$ cat src/rtl/axi_pkg.sv
// Shared types and constants for the two-master memory arbiter.
package axi_pkg;

    typedef enum logic [2:0] {
        IDLE,
        RADDR,
        RDATA,
        WADDR,
        WDATA,
        WRESP
    } axi_arb_state_t;

    localparam logic [2:0] AXI_PROT_INST = 3'b100;
    localparam logic [2:0] AXI_PROT_DATA = 3'b000;
    localparam logic [1:0] AXI_RESP_OKAY = 2'b00;

endpackage

$ cat src/rtl/axi_mem_arbiter_if.sv
// Cache request/response and AXI master signals of the memory arbiter.
interface axi_mem_arbiter_if #(
    parameter int ADDR_W = 64,
    parameter int DATA_W = 128
);
    localparam int STRB_W = DATA_W / 8;

    logic              ic_req_valid;
    logic              ic_req_ready;
    logic [ADDR_W-1:0] ic_req_addr;
    logic              ic_resp_valid;
    logic [DATA_W-1:0] ic_resp_data;
    logic              ic_resp_err;

    logic              dc_req_valid;
    logic              dc_req_ready;
    logic              dc_req_write;
    logic [ADDR_W-1:0] dc_req_addr;
    logic [DATA_W-1:0] dc_req_wdata;
    logic [STRB_W-1:0] dc_req_strb;
    logic              dc_resp_valid;
    logic [DATA_W-1:0] dc_resp_data;
    logic              dc_resp_err;

    logic              axi_readAddr_valid;
    logic              axi_readAddr_ready;
    logic [ADDR_W-1:0] axi_readAddr_bits_addr;
    logic [2:0]        axi_readAddr_bits_prot;
    logic              axi_readData_valid;
    logic              axi_readData_ready;
    logic [DATA_W-1:0] axi_readData_bits_data;
    logic [1:0]        axi_readData_bits_resp;
    logic              axi_writeAddr_valid;
    logic              axi_writeAddr_ready;
    logic [ADDR_W-1:0] axi_writeAddr_bits_addr;
    logic [2:0]        axi_writeAddr_bits_prot;
    logic              axi_writeData_valid;
    logic              axi_writeData_ready;
    logic [DATA_W-1:0] axi_writeData_bits_data;
    logic [STRB_W-1:0] axi_writeData_bits_strb;
    logic              axi_writeResp_valid;
    logic              axi_writeResp_ready;
    logic [1:0]        axi_writeResp_bits;

    modport master (
        input  ic_req_valid, ic_req_addr,
        output ic_req_ready, ic_resp_valid, ic_resp_data, ic_resp_err,
        input  dc_req_valid, dc_req_write, dc_req_addr, dc_req_wdata, dc_req_strb,
        output dc_req_ready, dc_resp_valid, dc_resp_data, dc_resp_err,
        output axi_readAddr_valid, axi_readAddr_bits_addr, axi_readAddr_bits_prot,
        input  axi_readAddr_ready,
        input  axi_readData_valid, axi_readData_bits_data, axi_readData_bits_resp,
        output axi_readData_ready,
        output axi_writeAddr_valid, axi_writeAddr_bits_addr, axi_writeAddr_bits_prot,
        input  axi_writeAddr_ready,
        output axi_writeData_valid, axi_writeData_bits_data, axi_writeData_bits_strb,
        input  axi_writeData_ready,
        input  axi_writeResp_valid, axi_writeResp_bits,
        output axi_writeResp_ready
    );

    modport slave (
        output ic_req_valid, ic_req_addr,
        input  ic_req_ready, ic_resp_valid, ic_resp_data, ic_resp_err,
        output dc_req_valid, dc_req_write, dc_req_addr, dc_req_wdata, dc_req_strb,
        input  dc_req_ready, dc_resp_valid, dc_resp_data, dc_resp_err,
        input  axi_readAddr_valid, axi_readAddr_bits_addr, axi_readAddr_bits_prot,
        output axi_readAddr_ready,
        output axi_readData_valid, axi_readData_bits_data, axi_readData_bits_resp,
        input  axi_readData_ready,
        input  axi_writeAddr_valid, axi_writeAddr_bits_addr, axi_writeAddr_bits_prot,
        output axi_writeAddr_ready,
        input  axi_writeData_valid, axi_writeData_bits_data, axi_writeData_bits_strb,
        output axi_writeData_ready,
        output axi_writeResp_valid, axi_writeResp_bits,
        input  axi_writeResp_ready
    );

endinterface

$ cat src/rtl/axi_arb_grant.sv
// Grant selection between I-cache and D-cache. With AXI_ARB_RR_EN defined the
// contention winner alternates via a last-grant flop; otherwise D-cache wins.
module axi_arb_grant (
`ifdef AXI_ARB_RR_EN
    input  logic clk,
    input  logic rst,
`endif
    input  logic idle,
    input  logic ic_valid,
    input  logic dc_valid,
    output logic gnt_ic,
    output logic gnt_dc
);

`ifdef AXI_ARB_RR_EN
    logic last_dc_reg;

    // A grant is always accepted, since requesters hold valid until ready.
    always_ff @(posedge clk or negedge rst) begin
        if (!rst) begin
            last_dc_reg <= 1'b0;
        end else if (gnt_ic || gnt_dc) begin
            last_dc_reg <= gnt_dc;
        end
    end

    always_comb begin
        gnt_ic = 1'b0;
        gnt_dc = 1'b0;
        if (idle) begin
            if (ic_valid && dc_valid) begin
                gnt_dc = !last_dc_reg;
                gnt_ic = last_dc_reg;
            end else begin
                gnt_ic = ic_valid;
                gnt_dc = dc_valid;
            end
        end
    end
`else
    always_comb begin
        gnt_dc = idle && dc_valid;
        gnt_ic = idle && ic_valid && !dc_valid;
    end
`endif

endmodule

$ cat src/rtl/axi_mem_arbiter.sv
// Serialises I-cache and D-cache line requests onto one AXI master port.
// Arbitration policy selected by AXI_ARB_RR_EN (round-robin) or fixed D-first.
module axi_mem_arbiter
    import axi_pkg::*;
#(
    parameter int ADDR_W = 64,
    parameter int DATA_W = 128
) (
    input  logic              clk,
    input  logic              rst,
    axi_mem_arbiter_if.master bus
);

    localparam int STRB_W = DATA_W / 8;
    localparam logic [ADDR_W-1:0] LINE_MASK = {{(ADDR_W-4){1'b1}}, 4'b0000};

    axi_arb_state_t    state_reg, state_next;
    logic              owner_dc_reg;
    logic [ADDR_W-1:0] addr_reg;
    logic [DATA_W-1:0] wdata_reg;
    logic [STRB_W-1:0] strb_reg;
    logic [2:0]        prot_reg;
    logic [DATA_W-1:0] ic_data_reg, dc_data_reg;
    logic              ic_err_reg, dc_err_reg, ic_valid_reg, dc_valid_reg;
    logic              gnt_ic, gnt_dc, idle, rd_done, wr_done;

    // Gating with rst keeps both readies low while reset is asserted.
    assign idle    = (state_reg == IDLE) && rst;
    assign rd_done = (state_reg == RDATA) && bus.axi_readData_valid;
    assign wr_done = (state_reg == WRESP) && bus.axi_writeResp_valid;

    axi_arb_grant u_grant (
`ifdef AXI_ARB_RR_EN
        .clk      (clk),
        .rst      (rst),
`endif
        .idle     (idle),
        .ic_valid (bus.ic_req_valid),
        .dc_valid (bus.dc_req_valid),
        .gnt_ic   (gnt_ic),
        .gnt_dc   (gnt_dc)
    );

    always_ff @(posedge clk or negedge rst) begin
        if (!rst) begin
            state_reg <= IDLE;
        end else begin
            state_reg <= state_next;
        end
    end

    always_comb begin
        state_next                 = state_reg;
        bus.axi_readAddr_valid     = 1'b0;
        bus.axi_readData_ready     = 1'b0;
        bus.axi_writeAddr_valid    = 1'b0;
        bus.axi_writeData_valid    = 1'b0;
        bus.axi_writeResp_ready    = 1'b0;
        case (state_reg)
            IDLE: begin
                if (gnt_dc && bus.dc_req_write) begin
                    state_next = WADDR;
                end else if (gnt_ic || gnt_dc) begin
                    state_next = RADDR;
                end
            end
            RADDR: begin
                bus.axi_readAddr_valid = 1'b1;
                if (bus.axi_readAddr_ready) state_next = RDATA;
            end
            RDATA: begin
                bus.axi_readData_ready = 1'b1;
                if (bus.axi_readData_valid) state_next = IDLE;
            end
            WADDR: begin
                bus.axi_writeAddr_valid = 1'b1;
                if (bus.axi_writeAddr_ready) state_next = WDATA;
            end
            WDATA: begin
                bus.axi_writeData_valid = 1'b1;
                if (bus.axi_writeData_ready) state_next = WRESP;
            end
            WRESP: begin
                bus.axi_writeResp_ready = 1'b1;
                if (bus.axi_writeResp_valid) state_next = IDLE;
            end
            default: state_next = IDLE;
        endcase
    end

    always_ff @(posedge clk or negedge rst) begin
        if (!rst) begin
            owner_dc_reg <= 1'b0;
            addr_reg     <= '0;
            wdata_reg    <= '0;
            strb_reg     <= '0;
            prot_reg     <= '0;
            ic_data_reg  <= '0;
            dc_data_reg  <= '0;
            ic_err_reg   <= 1'b0;
            dc_err_reg   <= 1'b0;
            ic_valid_reg <= 1'b0;
            dc_valid_reg <= 1'b0;
        end else begin
            ic_valid_reg <= 1'b0;
            dc_valid_reg <= 1'b0;
            if (gnt_dc) begin
                owner_dc_reg <= 1'b1;
                addr_reg     <= bus.dc_req_addr & LINE_MASK;
                wdata_reg    <= bus.dc_req_wdata;
                strb_reg     <= bus.dc_req_strb;
                prot_reg     <= AXI_PROT_DATA;
            end else if (gnt_ic) begin
                owner_dc_reg <= 1'b0;
                addr_reg     <= bus.ic_req_addr & LINE_MASK;
                wdata_reg    <= '0;
                strb_reg     <= '0;
                prot_reg     <= AXI_PROT_INST;
            end
            if (rd_done && owner_dc_reg) begin
                dc_data_reg  <= bus.axi_readData_bits_data;
                dc_err_reg   <= (bus.axi_readData_bits_resp != AXI_RESP_OKAY);
                dc_valid_reg <= 1'b1;
            end else if (rd_done) begin
                ic_data_reg  <= bus.axi_readData_bits_data;
                ic_err_reg   <= (bus.axi_readData_bits_resp != AXI_RESP_OKAY);
                ic_valid_reg <= 1'b1;
            end
            if (wr_done) begin
                dc_data_reg  <= '0;
                dc_err_reg   <= (bus.axi_writeResp_bits != AXI_RESP_OKAY);
                dc_valid_reg <= 1'b1;
            end
        end
    end

    assign bus.ic_req_ready            = gnt_ic;
    assign bus.dc_req_ready            = gnt_dc;
    assign bus.ic_resp_valid           = ic_valid_reg;
    assign bus.ic_resp_data            = ic_data_reg;
    assign bus.ic_resp_err             = ic_err_reg;
    assign bus.dc_resp_valid           = dc_valid_reg;
    assign bus.dc_resp_data            = dc_data_reg;
    assign bus.dc_resp_err             = dc_err_reg;
    assign bus.axi_readAddr_bits_addr  = addr_reg;
    assign bus.axi_readAddr_bits_prot  = prot_reg;
    assign bus.axi_writeAddr_bits_addr = addr_reg;
    assign bus.axi_writeAddr_bits_prot = prot_reg;
    // Held from accept through WRESP: the memory model samples strb late.
    assign bus.axi_writeData_bits_data = wdata_reg;
    assign bus.axi_writeData_bits_strb = strb_reg;

endmodule

$ cat src/flat_wrapper.sv
// flat-port wrapper written by rule: the top's interface ports become plain ports
module axi_mem_arbiter_flat import axi_pkg::*;
#(
    parameter int ADDR_W = 64,
    parameter int DATA_W = 128
)
  (clk, rst, bus_ic_req_valid, bus_ic_req_addr, bus_ic_req_ready, bus_ic_resp_valid, bus_ic_resp_data, bus_ic_resp_err, bus_dc_req_valid, bus_dc_req_write, bus_dc_req_addr, bus_dc_req_wdata, bus_dc_req_strb, bus_dc_req_ready, bus_dc_resp_valid, bus_dc_resp_data, bus_dc_resp_err, bus_axi_readAddr_valid, bus_axi_readAddr_bits_addr, bus_axi_readAddr_bits_prot, bus_axi_readAddr_ready, bus_axi_readData_valid, bus_axi_readData_bits_data, bus_axi_readData_bits_resp, bus_axi_readData_ready, bus_axi_writeAddr_valid, bus_axi_writeAddr_bits_addr, bus_axi_writeAddr_bits_prot, bus_axi_writeAddr_ready, bus_axi_writeData_valid, bus_axi_writeData_bits_data, bus_axi_writeData_bits_strb, bus_axi_writeData_ready, bus_axi_writeResp_valid, bus_axi_writeResp_bits, bus_axi_writeResp_ready);
  axi_mem_arbiter_if #(.ADDR_W(ADDR_W), .DATA_W(DATA_W)) bus_i ();
  input  logic clk;
  input  logic rst;
  input wire logic [$bits(bus_i.ic_req_valid)-1:0] bus_ic_req_valid;
  input wire logic [$bits(bus_i.ic_req_addr)-1:0] bus_ic_req_addr;
  output wire logic [$bits(bus_i.ic_req_ready)-1:0] bus_ic_req_ready;
  output wire logic [$bits(bus_i.ic_resp_valid)-1:0] bus_ic_resp_valid;
  output wire logic [$bits(bus_i.ic_resp_data)-1:0] bus_ic_resp_data;
  output wire logic [$bits(bus_i.ic_resp_err)-1:0] bus_ic_resp_err;
  input wire logic [$bits(bus_i.dc_req_valid)-1:0] bus_dc_req_valid;
  input wire logic [$bits(bus_i.dc_req_write)-1:0] bus_dc_req_write;
  input wire logic [$bits(bus_i.dc_req_addr)-1:0] bus_dc_req_addr;
  input wire logic [$bits(bus_i.dc_req_wdata)-1:0] bus_dc_req_wdata;
  input wire logic [$bits(bus_i.dc_req_strb)-1:0] bus_dc_req_strb;
  output wire logic [$bits(bus_i.dc_req_ready)-1:0] bus_dc_req_ready;
  output wire logic [$bits(bus_i.dc_resp_valid)-1:0] bus_dc_resp_valid;
  output wire logic [$bits(bus_i.dc_resp_data)-1:0] bus_dc_resp_data;
  output wire logic [$bits(bus_i.dc_resp_err)-1:0] bus_dc_resp_err;
  output wire logic [$bits(bus_i.axi_readAddr_valid)-1:0] bus_axi_readAddr_valid;
  output wire logic [$bits(bus_i.axi_readAddr_bits_addr)-1:0] bus_axi_readAddr_bits_addr;
  output wire logic [$bits(bus_i.axi_readAddr_bits_prot)-1:0] bus_axi_readAddr_bits_prot;
  input wire logic [$bits(bus_i.axi_readAddr_ready)-1:0] bus_axi_readAddr_ready;
  input wire logic [$bits(bus_i.axi_readData_valid)-1:0] bus_axi_readData_valid;
  input wire logic [$bits(bus_i.axi_readData_bits_data)-1:0] bus_axi_readData_bits_data;
  input wire logic [$bits(bus_i.axi_readData_bits_resp)-1:0] bus_axi_readData_bits_resp;
  output wire logic [$bits(bus_i.axi_readData_ready)-1:0] bus_axi_readData_ready;
  output wire logic [$bits(bus_i.axi_writeAddr_valid)-1:0] bus_axi_writeAddr_valid;
  output wire logic [$bits(bus_i.axi_writeAddr_bits_addr)-1:0] bus_axi_writeAddr_bits_addr;
  output wire logic [$bits(bus_i.axi_writeAddr_bits_prot)-1:0] bus_axi_writeAddr_bits_prot;
  input wire logic [$bits(bus_i.axi_writeAddr_ready)-1:0] bus_axi_writeAddr_ready;
  output wire logic [$bits(bus_i.axi_writeData_valid)-1:0] bus_axi_writeData_valid;
  output wire logic [$bits(bus_i.axi_writeData_bits_data)-1:0] bus_axi_writeData_bits_data;
  output wire logic [$bits(bus_i.axi_writeData_bits_strb)-1:0] bus_axi_writeData_bits_strb;
  input wire logic [$bits(bus_i.axi_writeData_ready)-1:0] bus_axi_writeData_ready;
  input wire logic [$bits(bus_i.axi_writeResp_valid)-1:0] bus_axi_writeResp_valid;
  input wire logic [$bits(bus_i.axi_writeResp_bits)-1:0] bus_axi_writeResp_bits;
  output wire logic [$bits(bus_i.axi_writeResp_ready)-1:0] bus_axi_writeResp_ready;
  assign bus_i.ic_req_valid = bus_ic_req_valid;
  assign bus_i.ic_req_addr = bus_ic_req_addr;
  assign bus_ic_req_ready = bus_i.ic_req_ready;
  assign bus_ic_resp_valid = bus_i.ic_resp_valid;
  assign bus_ic_resp_data = bus_i.ic_resp_data;
  assign bus_ic_resp_err = bus_i.ic_resp_err;
  assign bus_i.dc_req_valid = bus_dc_req_valid;
  assign bus_i.dc_req_write = bus_dc_req_write;
  assign bus_i.dc_req_addr = bus_dc_req_addr;
  assign bus_i.dc_req_wdata = bus_dc_req_wdata;
  assign bus_i.dc_req_strb = bus_dc_req_strb;
  assign bus_dc_req_ready = bus_i.dc_req_ready;
  assign bus_dc_resp_valid = bus_i.dc_resp_valid;
  assign bus_dc_resp_data = bus_i.dc_resp_data;
  assign bus_dc_resp_err = bus_i.dc_resp_err;
  assign bus_axi_readAddr_valid = bus_i.axi_readAddr_valid;
  assign bus_axi_readAddr_bits_addr = bus_i.axi_readAddr_bits_addr;
  assign bus_axi_readAddr_bits_prot = bus_i.axi_readAddr_bits_prot;
  assign bus_i.axi_readAddr_ready = bus_axi_readAddr_ready;
  assign bus_i.axi_readData_valid = bus_axi_readData_valid;
  assign bus_i.axi_readData_bits_data = bus_axi_readData_bits_data;
  assign bus_i.axi_readData_bits_resp = bus_axi_readData_bits_resp;
  assign bus_axi_readData_ready = bus_i.axi_readData_ready;
  assign bus_axi_writeAddr_valid = bus_i.axi_writeAddr_valid;
  assign bus_axi_writeAddr_bits_addr = bus_i.axi_writeAddr_bits_addr;
  assign bus_axi_writeAddr_bits_prot = bus_i.axi_writeAddr_bits_prot;
  assign bus_i.axi_writeAddr_ready = bus_axi_writeAddr_ready;
  assign bus_axi_writeData_valid = bus_i.axi_writeData_valid;
  assign bus_axi_writeData_bits_data = bus_i.axi_writeData_bits_data;
  assign bus_axi_writeData_bits_strb = bus_i.axi_writeData_bits_strb;
  assign bus_i.axi_writeData_ready = bus_axi_writeData_ready;
  assign bus_i.axi_writeResp_valid = bus_axi_writeResp_valid;
  assign bus_i.axi_writeResp_bits = bus_axi_writeResp_bits;
  assign bus_axi_writeResp_ready = bus_i.axi_writeResp_ready;
  axi_mem_arbiter #(.ADDR_W(ADDR_W), .DATA_W(DATA_W)) u_core (.clk(clk), .rst(rst), .bus(bus_i));
endmodule
$ cat config.mk
export PLATFORM = sky130hd
export DESIGN_NAME = axi_mem_arbiter_flat
export DESIGN_NICKNAME = d
export VERILOG_FILES = /design/src/rtl/axi_pkg.sv /design/src/rtl/axi_mem_arbiter_if.sv /design/src/rtl/axi_arb_grant.sv /design/src/rtl/axi_mem_arbiter.sv /design/src/flat_wrapper.sv
export SDC_FILE = /design/constraint.sdc
export NUM_CORES = 1
export LEC_CHECK = 0
export BUFFER_PORTS_ARGS = -buffer_cell sky130_fd_sc_hd__buf_2
export CORE_AREA = 4 4 377 379
export DETAILED_ROUTE_END_ITERATION = 10
export DIE_AREA = 0 0 381 383
export PLACE_DENSITY_LB_ADDON = 0.05
export SYNTH_ARGS = -nofsm -noshare
export SYNTH_HDL_FRONTEND = slang
export SYNTH_SLANG_ARGS = --single-unit
$ cat constraint.sdc
create_clock -name clk -period 3.99 [get_ports clk]
set_clock_uncertainty 0.2 [all_clocks]
set_input_delay 0.399 -clock clk [delete_from_list [all_inputs] [get_ports clk]]
set_output_delay 0.399 -clock clk [all_outputs]
set_load 0.005 [all_outputs]
Yosys cells after proc, flatten, opt, wreduce, memory -nomap -nowiden
Cells that the tools add are included.
{ "word_totals": {"regBits": 475, "out_inout_bits": 545, "elab_cells": 72} }
{ "classes": {"n_eq_ne": 11, "n_mux": 31, "bitwise": 1, "reduce_logical": 17} }
{ "ops": {"columns": ["operator", "count"], "rows": [
  ["$mux W128", 4],
  ["$mux W64", 2],
  ["$mux W16", 2],
  ["$mux W3", 9],
  ["$pmux W3 S6", 1],
  ["$mux W1", 13],
  ["$ne A2 B2 Y1 const B", 5],
  ["$logic_and A1 B1 Y1", 8],
  ["$reduce_bool A2 Y1", 4],
  ["$eq A3 B2 Y1 const B", 2],
  ["$eq A3 B3 Y1 const B", 2],
  ["$reduce_and A6 Y1", 1],
  ["$eq A3 B1 Y1 const B", 1],
  ["$logic_not A3 Y1", 1],
  ["$ne A3 B3 Y1 const B", 1],
  ["$reduce_and A2 Y1", 1],
  ["$logic_not A1 Y1", 1],
  ["$logic_or A1 B1 Y1", 1],
  ["$not A1 Y1", 1]
]} }

Depth between registers and ports, before layout
Gate-level depths: netlist (run 1).
{ "depth": {"word_depth": 8, "depth_mapped": 9, "depth_no_buf": 5} }

Cells and area by module
Synthesis (run 1) repeated with hierarchy kept, for this count alone.
{ "unflattened": {"hier_cells": 1547, "area_unflattened_um2": 18724.2} }
{ "modules_own_cells": {"columns": ["module", "instances", "cells_per_inst", "area_per_inst_um2"], "rows": [
  ["axi_mem_arbiter", 1, 1545, 18707.9],
  ["axi_arb_grant", 1, 2, 16.3]
]} }

Worst setup path after synthesis (run 1)
No wires, ideal clock.
{ "synth_path": {"kind": "register to output", "from": "reg u_core.state_reg[2]", "to": "out bus_dc_req_ready", "t_arrival_ns": 1.252, "required_ns": 3.391, "path_slack_ns": 2.139, "stages_incl_launch_ff": 7, "cell_sequence": "dfrtp_1 buf_6 nor4b_4 nand2_1 inv_2 buf_4 buf_2"} }
{ "synth_between": {"elab_chain_len": 3} }
{ "synth_lines": {"columns": ["element", "line", "rtl"], "rows": [
  ["start: declaration", "axi_mem_arbiter.sv:17", "axi_arb_state_t state_reg, state_next;"],
  ["start signal: assignment", "axi_mem_arbiter.sv:48", "state_reg <= state_next;"],
  ["$logic_not A3 Y1", "axi_mem_arbiter.sv:28", "assign idle = (state_reg == IDLE) && rst;"],
  ["$logic_and A1 B1 Y1", "axi_mem_arbiter.sv:28", null],
  ["$logic_and A1 B1 Y1", "axi_arb_grant.sv:42", "gnt_dc = idle && dc_valid;"],
  ["end: declaration", "flat_wrapper.sv:22", "output wire logic [$bits(bus_i.dc_req_ready)-1:0] bus_dc_req_ready;"]
]} }
No other way between the ends.

Worst setup path in the final report (run 1)
{ "layout_path": {"from": "reg u_core.state_reg[1]", "to": "reg u_core.addr_reg[51], in the netlist u_core.bus.axi_readAddr_bits_addr[51]"} }
{ "layout_between": {"elab_chain_len": 5} }
{ "layout_lines": {"columns": ["element", "line", "rtl"], "rows": [
  ["$logic_not A3 Y1 *", "axi_mem_arbiter.sv:28", null],
  ["$logic_and A1 B1 Y1 *", "axi_mem_arbiter.sv:28", null],
  ["$logic_and A1 B1 Y1 (2 in series)", "axi_arb_grant.sv:43", "gnt_ic = idle && ic_valid && !dc_valid;"],
  ["$reduce_bool A2 Y1 (no line)", null, null],
  ["end signal: assignment", "axi_mem_arbiter.sv:109", "addr_reg <= bus.dc_req_addr & LINE_MASK;"],
  ["end signal: assignment", "axi_mem_arbiter.sv:115", "addr_reg <= bus.ic_req_addr & LINE_MASK;"],
  ["end: declaration", "axi_mem_arbiter.sv:19", "logic [ADDR_W-1:0] addr_reg;"]
]} }
Mark *: on every way between the ends. The rest lies on a longest branch, timed or not.
A chain may end at the register's enable or synchronous reset.

==> results of run 1 <==
==> path summary, 6_finish.rpt <==
path,slack [ns],start,depth (start not counted),to
min in group asynchronous,0.28,rst,3,u_core.bus.dc_resp_data[21]
hold reg to reg,0.28,u_core.bus.ic_resp_data[32],1,u_core.bus.ic_resp_data[32]
max in group asynchronous,1.91,rst,4,u_core.bus.dc_resp_data[18]
setup reg to reg,0.67,u_core.state_reg[1],6,u_core.bus.axi_readAddr_bits_addr[51]
hold / removal,0.12,bus_ic_req_valid,3,u_core.bus.axi_writeData_bits_strb[14]
setup / recovery,0.67,u_core.state_reg[1],6,u_core.bus.axi_readAddr_bits_addr[51]
==> power by group through the flow <==
stage                     Clock (mW)  Sequential (mW)  Combinational, mW
after floorplan                    0             7.99               2.97
after global routing            6.44             8.27               8.17
after global placement             0             8.10               6.91
after CTS                       6.27             8.04               7.69
final                           5.93             8.01               7.43
after detailed placement           0             8.06               6.91
==> stage by stage <==
| stage | util (%) | setup WS (ns) | area (sq um) |
|---|---|---|---|
| after floorplan | - | 2.14 | 18400 |
| after global placement | 17.7 | 1.26 | 24600 |
| final | 22.2 | 0.672 | 30900 |
| after global routing | 22.2 | 0.527 | 30800 |
| after detailed placement | 17.7 | 1.22 | 24600 |
| after CTS | 22.2 | 0.854 | 30800 |
==> Yosys cell counts (3+ instances only) <==
library cell  instances
buf_2                43
buf_4                76
a22o_1              144
a211oi_1              3
nor3b_1               3
o21ai_1              28
mux2_1                8
nand2_1             259
nor2_1                5
o21ai_0             107
inv_1                60
clkbuf_1             38
a222oi_1             59
buf_6                26
dfrtp_1             469
mux2_2              120
==> per-layer routing <==
metal,wire length [microns],vias to the layer above,part of all wire [%]
li1,-,7658,-
met1,38500,8333,39
met2,48300,707,49
met3,7820,146,8.0
met4,3160,10,3.2
met5,68,-,0.069
==> what timing repair did <==
| item | in CTS | in global routing |
|---|---|---|
| resized for setup | 0 | 0 |
| hold buffers | 406 | 0 |
| hold endpoints to repair | 648 | 0 |
==> critical path: stages, from the launching register on <==
cell	delay (ns)
dfrtp_1	0.54
nor4b_4	0.48
o21ai_4	0.22
buf_12	0.30
a222oi_1	0.46
dlygate4sd3_1	0.60
inv_1	0.04
==> kinds of logic after synthesis <==
logic type	share of synthesized area, %
flops	63.9
compound gates	14.1
simple gates	6.10
buf+inv	7.94
mux	7.95
other cells	0.0204
==> cell type report <==
type,count,area [sq um]
well taps,1807,2260
inverters,61,234
multi-input cells,769,5240
clock inverters,20,194
repair buffers,1376,9200
diodes,19,47.5
fillers,15165,108000
flip-flops and latches,469,11700
clock buffers,98,1950
==> impl_results.md, run 1 <==
* Setup crit end kind: register
* Gate power share at 34.8%
* Initial antenna violation count at 38
* Drt drc at 0
* Synth area leader: dfrtp_1
* Fin crit share at 83.2%
* Met2 usage at 22.7%
* Die area at 146,000 sq um
* Nets at 3,159
* Die height at 383 microns
* RSZ-0062 raised after global routing: no
* Post-DR wirelength/cell at 21.2 microns
* Clk pin slew, worst setup/hold paths at 0.06 ns
* Status: complete, no violations
* Clock latency on the worst-skew pair at 0.64 ns
* CTS sink cnt at 469
* Peak VDD IR at 0.288 mV
* CTS buffer count at 68
* P_int at 14.0 mW
* Max cap viols at 0
* Fmax at 301 MHz
* Top post-synthesis cells by area: dfrtp_1, mux2_2, a22o_1
* Max H-tree Level at 3
* Required time worst endpoint at 4.31 ns
* Synth Register Bits at 469
* Commonest non-fill, non-tap cells in the layout: buf_2, dfrtp_1, dlygate4sd3_1
* Vias in the first global route at 18,525
* Post-CTS Setup Bufs at 0
* Bufs on Longest Clock Path at 3
* Inst Count DP at 4,076
* Tmin final at 3.32 ns
* Mapped cell area at 18,400 sq um
* Min-Delay Path Class: in -> reg
* Met1 usage at 14.8%
* Drt total wl at 97.9 mm
* Hold slack at 0.121 ns
* Port Buffers at 938
* Worst-margin pin slew at 1.33 ns
* Site Rows at 137
* Setup total negative slack at 0 ns
* Initial DRT Pass Iterations at 8
* IO Count at 959
* First DRT Iteration DRCs at 795
* Async S/R FF share, synth at 100%
* Max-slew violations at 0
* Initial Utilization at 13.2%
* EDFF count, synth at 0
* Switch Pwr at 7.34 mW
* WP data arrival at 3.64 ns
* Largest net degree at the start of global routing at 201
* Worst-path maximum fanout at 200
* Core Footprint at 139,000 sq um
* DR vias at 16,854
* Final GP Congestion at 0.760
* Global Route met3 Usage at 4.48%
* Synthesized area per cell at 12.5 sq um
* CTS tree: yes
* Flop pwr share at 37.5%
* Ys flop type: dfrtp_1
* Area delta synth->final at 68.0%
* Distinct cells, synth at 36
* DP HPWL at 73.0 mm
* Routed Antenna Nets at 0
* Total GRT Usage at 13.1%
* First-pass GRT wire length at 139 mm
* Synth Instances at 1,473
* Share of the synthesized area in the top cell type at 63.9%
* Slew margin rel. at 11.3%
* Hold Vio Cnt, Final at 0
* Commonest non-fill, non-tap cell in the layout: buf_2
* Total power at 21.4 mW
* Final setup vio count at 0
* Chip Width at 381 microns
* Pwr dens at 693 nW/um^2
* Post-DR vias/cell at 3.65
* Final std cells w/o fill at 4,619
* Most Crowded Layer GR: met2
* Leak at 15.5 nW
* Crit start category: register
* Setup CP Type: reg -> reg
* GRT overflow at 0
* Layout cells sized above 1 at 42.9%
* Clock Power Share at 27.8%
* Yosys warning count at 0
* CTS Root Cell: clkbuf_16
* Switching Share at 34.3%
* Sequential-to-total area share from yosys stat at 63.9%
(Power assumes the default switching activity.)
==> run 2: changes to the inputs <==
- ABC_AREA: not set -> 1
- CORE_AREA: 4 4 377 379 -> 4 4 372 374
- DIE_AREA: 0 0 381 383 -> 0 0 376 378
- clock period: 3.99 -> 2.8 ns (I/O delays scaled with it)
==> run 2 against run 1 <==
Non-clock buffer count increased by 12. Sequential share of layout area is 0.90 points lower. Combinational power is 44% higher. Die area shrank 2.6%. Critical path type is now reg -> out. Highest routed layer unchanged. Total power grew 45%. Flip-flop and latch count unchanged. Setup slack worse by 0.46 ns. Cell count up 12%. Count of clock-buffer cells in the layout is 8 higher. First-iteration DRC count grew 15%.
==> impl_results.md, run 2 <==
* RSZ-0062 raised after global routing: no
* Area delta synth->final at 66.7%
* Synth Instances at 2,052
* Clock latency on the worst-skew pair at 0.62 ns
* Commonest non-fill, non-tap cells in the layout: buf_2, nand2_1, dfrtp_1
* Synth Register Bits at 469
* Min-Delay Path Class: in -> reg
* Top post-synthesis cells by area: dfrtp_1, nand2_1, nand3_1
* CTS Root Cell: clkbuf_16
* Port Buffers at 938
* Final setup vio count at 0
* Chip Width at 376 microns
* Nets at 3,731
* Core Footprint at 135,000 sq um
* CTS sink cnt at 469
* Setup CP Type: reg -> out
* Total GRT Usage at 14.0%
* Pwr dens at 982 nW/um^2
* Max-slew violations at 0
* GRT overflow at 0
* Layout cells sized above 1 at 32.9%
* Slew margin rel. at 36.6%
* Multi-input gate area at 5510 sq um
* Mapped cell area at 19,000 sq um
* Synth area leader: dfrtp_1
* CTS tree: yes
* Filler instances at 15,045
* Top-count cell post-synth: nand2_1
* First-pass GRT wire length at 147 mm
* Share of the synthesized area in the top cell type at 61.9%
* Hold Vio Cnt, Final at 0
* Synth top cells by count: nand2_1, dfrtp_1, nand3_1, inv_1, o21ai_1
* Max H-tree Level at 3
* Async S/R FF share, synth at 100%
* FF-to-FF setup slack at 0.23 ns
* Vias in the first global route at 20,141
* Hold slack at 0.0630 ns
* WP data arrival at 2.11 ns
* Setup ws final at 0.210 ns
* Setup total negative slack at 0 ns
* EDFF count, synth at 0
* Fin crit share at 92.5%
* Initial antenna violation count at 37
* Largest net degree at the start of global routing at 150
* Final GP Congestion at 0.778
* Die height at 378 microns
* FF-to-FF path depth at 6
* Worst-margin pin slew at 0.951 ns
* Initial Utilization at 14.1%
* Post-DR wirelength/cell at 20.0 microns
* Sequential-to-total area share from yosys stat at 61.9%
* Commonest non-fill, non-tap cell in the layout: buf_2
* Drt total wl at 103 mm
* First DRT Iteration DRCs at 913
* Required time worst endpoint at 2.32 ns
* Die area at 142,000 sq um
* Drt drc at 0
* Max cap viols at 0
* Synthesized area per cell at 9.24 sq um
* Initial DRT Pass Iterations at 7
* Worst-path maximum fanout at 43
* RR Endpoint: u_core.bus.axi_readAddr_bits_addr[9]
* DR vias at 19,019
* Yosys warning count at 0
* Distinct cells, synth at 26
* Worst reg2reg startpoint: u_core.state_reg[2]
* Crit start category: register
* Setup crit end kind: primary output
* Peak VDD IR at 0.370 mV
* Ys flop type: dfrtp_1
* Tmin final at 2.59 ns
* IO Count at 959
* Fmax at 386 MHz
* Leak at 16.7 nW
* Reg area at 11,700 sq um
* DP HPWL at 77.1 mm
* Site Rows at 135
* CTS buffer count at 67
* Worst setup endpoint: bus_dc_req_ready
* Pre-CTS setup slack at 0.452 ns
* Status: complete, no violations
* Clk pin slew, worst setup/hold paths at 0.06 ns
* Bufs on Longest Clock Path at 3
* Post-DR vias/cell at 3.68
* Worst setup startpoint: u_core.state_reg[1]
* Routed Antenna Nets at 0
run 2: changes by cell type in the layout (fill, tap and decap cells not counted), moves of 81 or more:
cell / change
a22o_1: -144
nand3_1: +268
nand2_1: +417
o21ai_1: +112
mux2_2: -120
inv_1: +81
run 2: timing repair:
| action | 4_1_cts | 5_1_grt |
|---|---|---|
| endpoints found under the hold margin | 892 | 0 |
| buffers inserted | 0 | 0 |
| setup endpoints to repair | 1 | 6 |
| hold buffers | 410 | 0 |
| resized for setup | 1 | 2 |
run 2: cell families after synthesis:
group	Yosys count	share of synthesized area, %
AND/OR/NAND/NOR	972	21.5
flip-flops	469	61.9
buffers and inverters	347	9.39
AO/OA/AOI/OAI	263	7.15
other	1	0.0198
run 2: through the flow:
step / cell area (sq um) / total power, mW / cells / util, %
6_report: 31600 / 31.0 / 5167 / 23.4
5_1_grt: 31600 / 33.5 / 5161 / 23.4
4_1_cts: 31600 / 31.9 / 5150 / 23.4
3_5_place_dp: 25200 / 22.2 / 4619 / 18.7
3_3_place_gp: 25200 / 22.2 / 4619 / 18.7
2_1_floorplan: 19000 / 15.9 / 2063 / -
run 2: where the power goes:
part | switching (mW) | internal, mW
registers | 1.98 | 9.79
clock network | 3.44 | 5.15
logic | 5.95 | 4.72
run 2: area by class of cell:
| cell class | instances | share of cell area [%] |
|---|---|---|
| diodes | 17 | 0.135 |
| inverters | 144 | 1.74 |
| repair buffers | 1388 | 29.6 |
| clock inverters | 15 | 0.443 |
| flip-flops and latches | 469 | 37.1 |
| well taps | 1781 | 7.05 |
| multi-input cells | 1247 | 17.4 |
| clock buffers | 106 | 6.51 |
run 2: how the worst min path moves through the flow:
stage / end / cells after the start / slack, ns / from
2_1_floorplan: u_core.bus.axi_readAddr_bits_addr[10] / 0 / -0.22 / rst
3_3_place_gp: u_core.bus.dc_resp_data[113] / 2 / 0.26 / rst
3_5_place_dp: u_core.bus.dc_resp_data[113] / 2 / 0.26 / rst
4_1_cts: u_core.bus.axi_writeData_bits_data[102] / 5 / 0.0002 / bus_dc_req_valid
5_1_grt: u_core.bus.axi_readAddr_bits_addr[55] / 5 / 0.07 / bus_dc_req_valid
6_report: u_core.bus.axi_readAddr_bits_addr[55] / 5 / 0.06 / bus_dc_req_valid
run 2: per-layer routing:
layer	wire, microns	part of all wire (%)	vias up	global-route usage, %
met5	197	0.19	-	0
met4	1930	1.9	30	3.67
met3	10300	10	136	6.04
met2	47400	46	698	22.6
met1	43300	42	9122	17.2
li1	-	-	9033	-
run 2: worst max-delay path, stage by stage, from the launching register on:
cell and delay, ns:
dfrtp_1 0.47, nor2_4 0.25, nand4_4 0.14, inv_6 0.36, buf_2 0.20
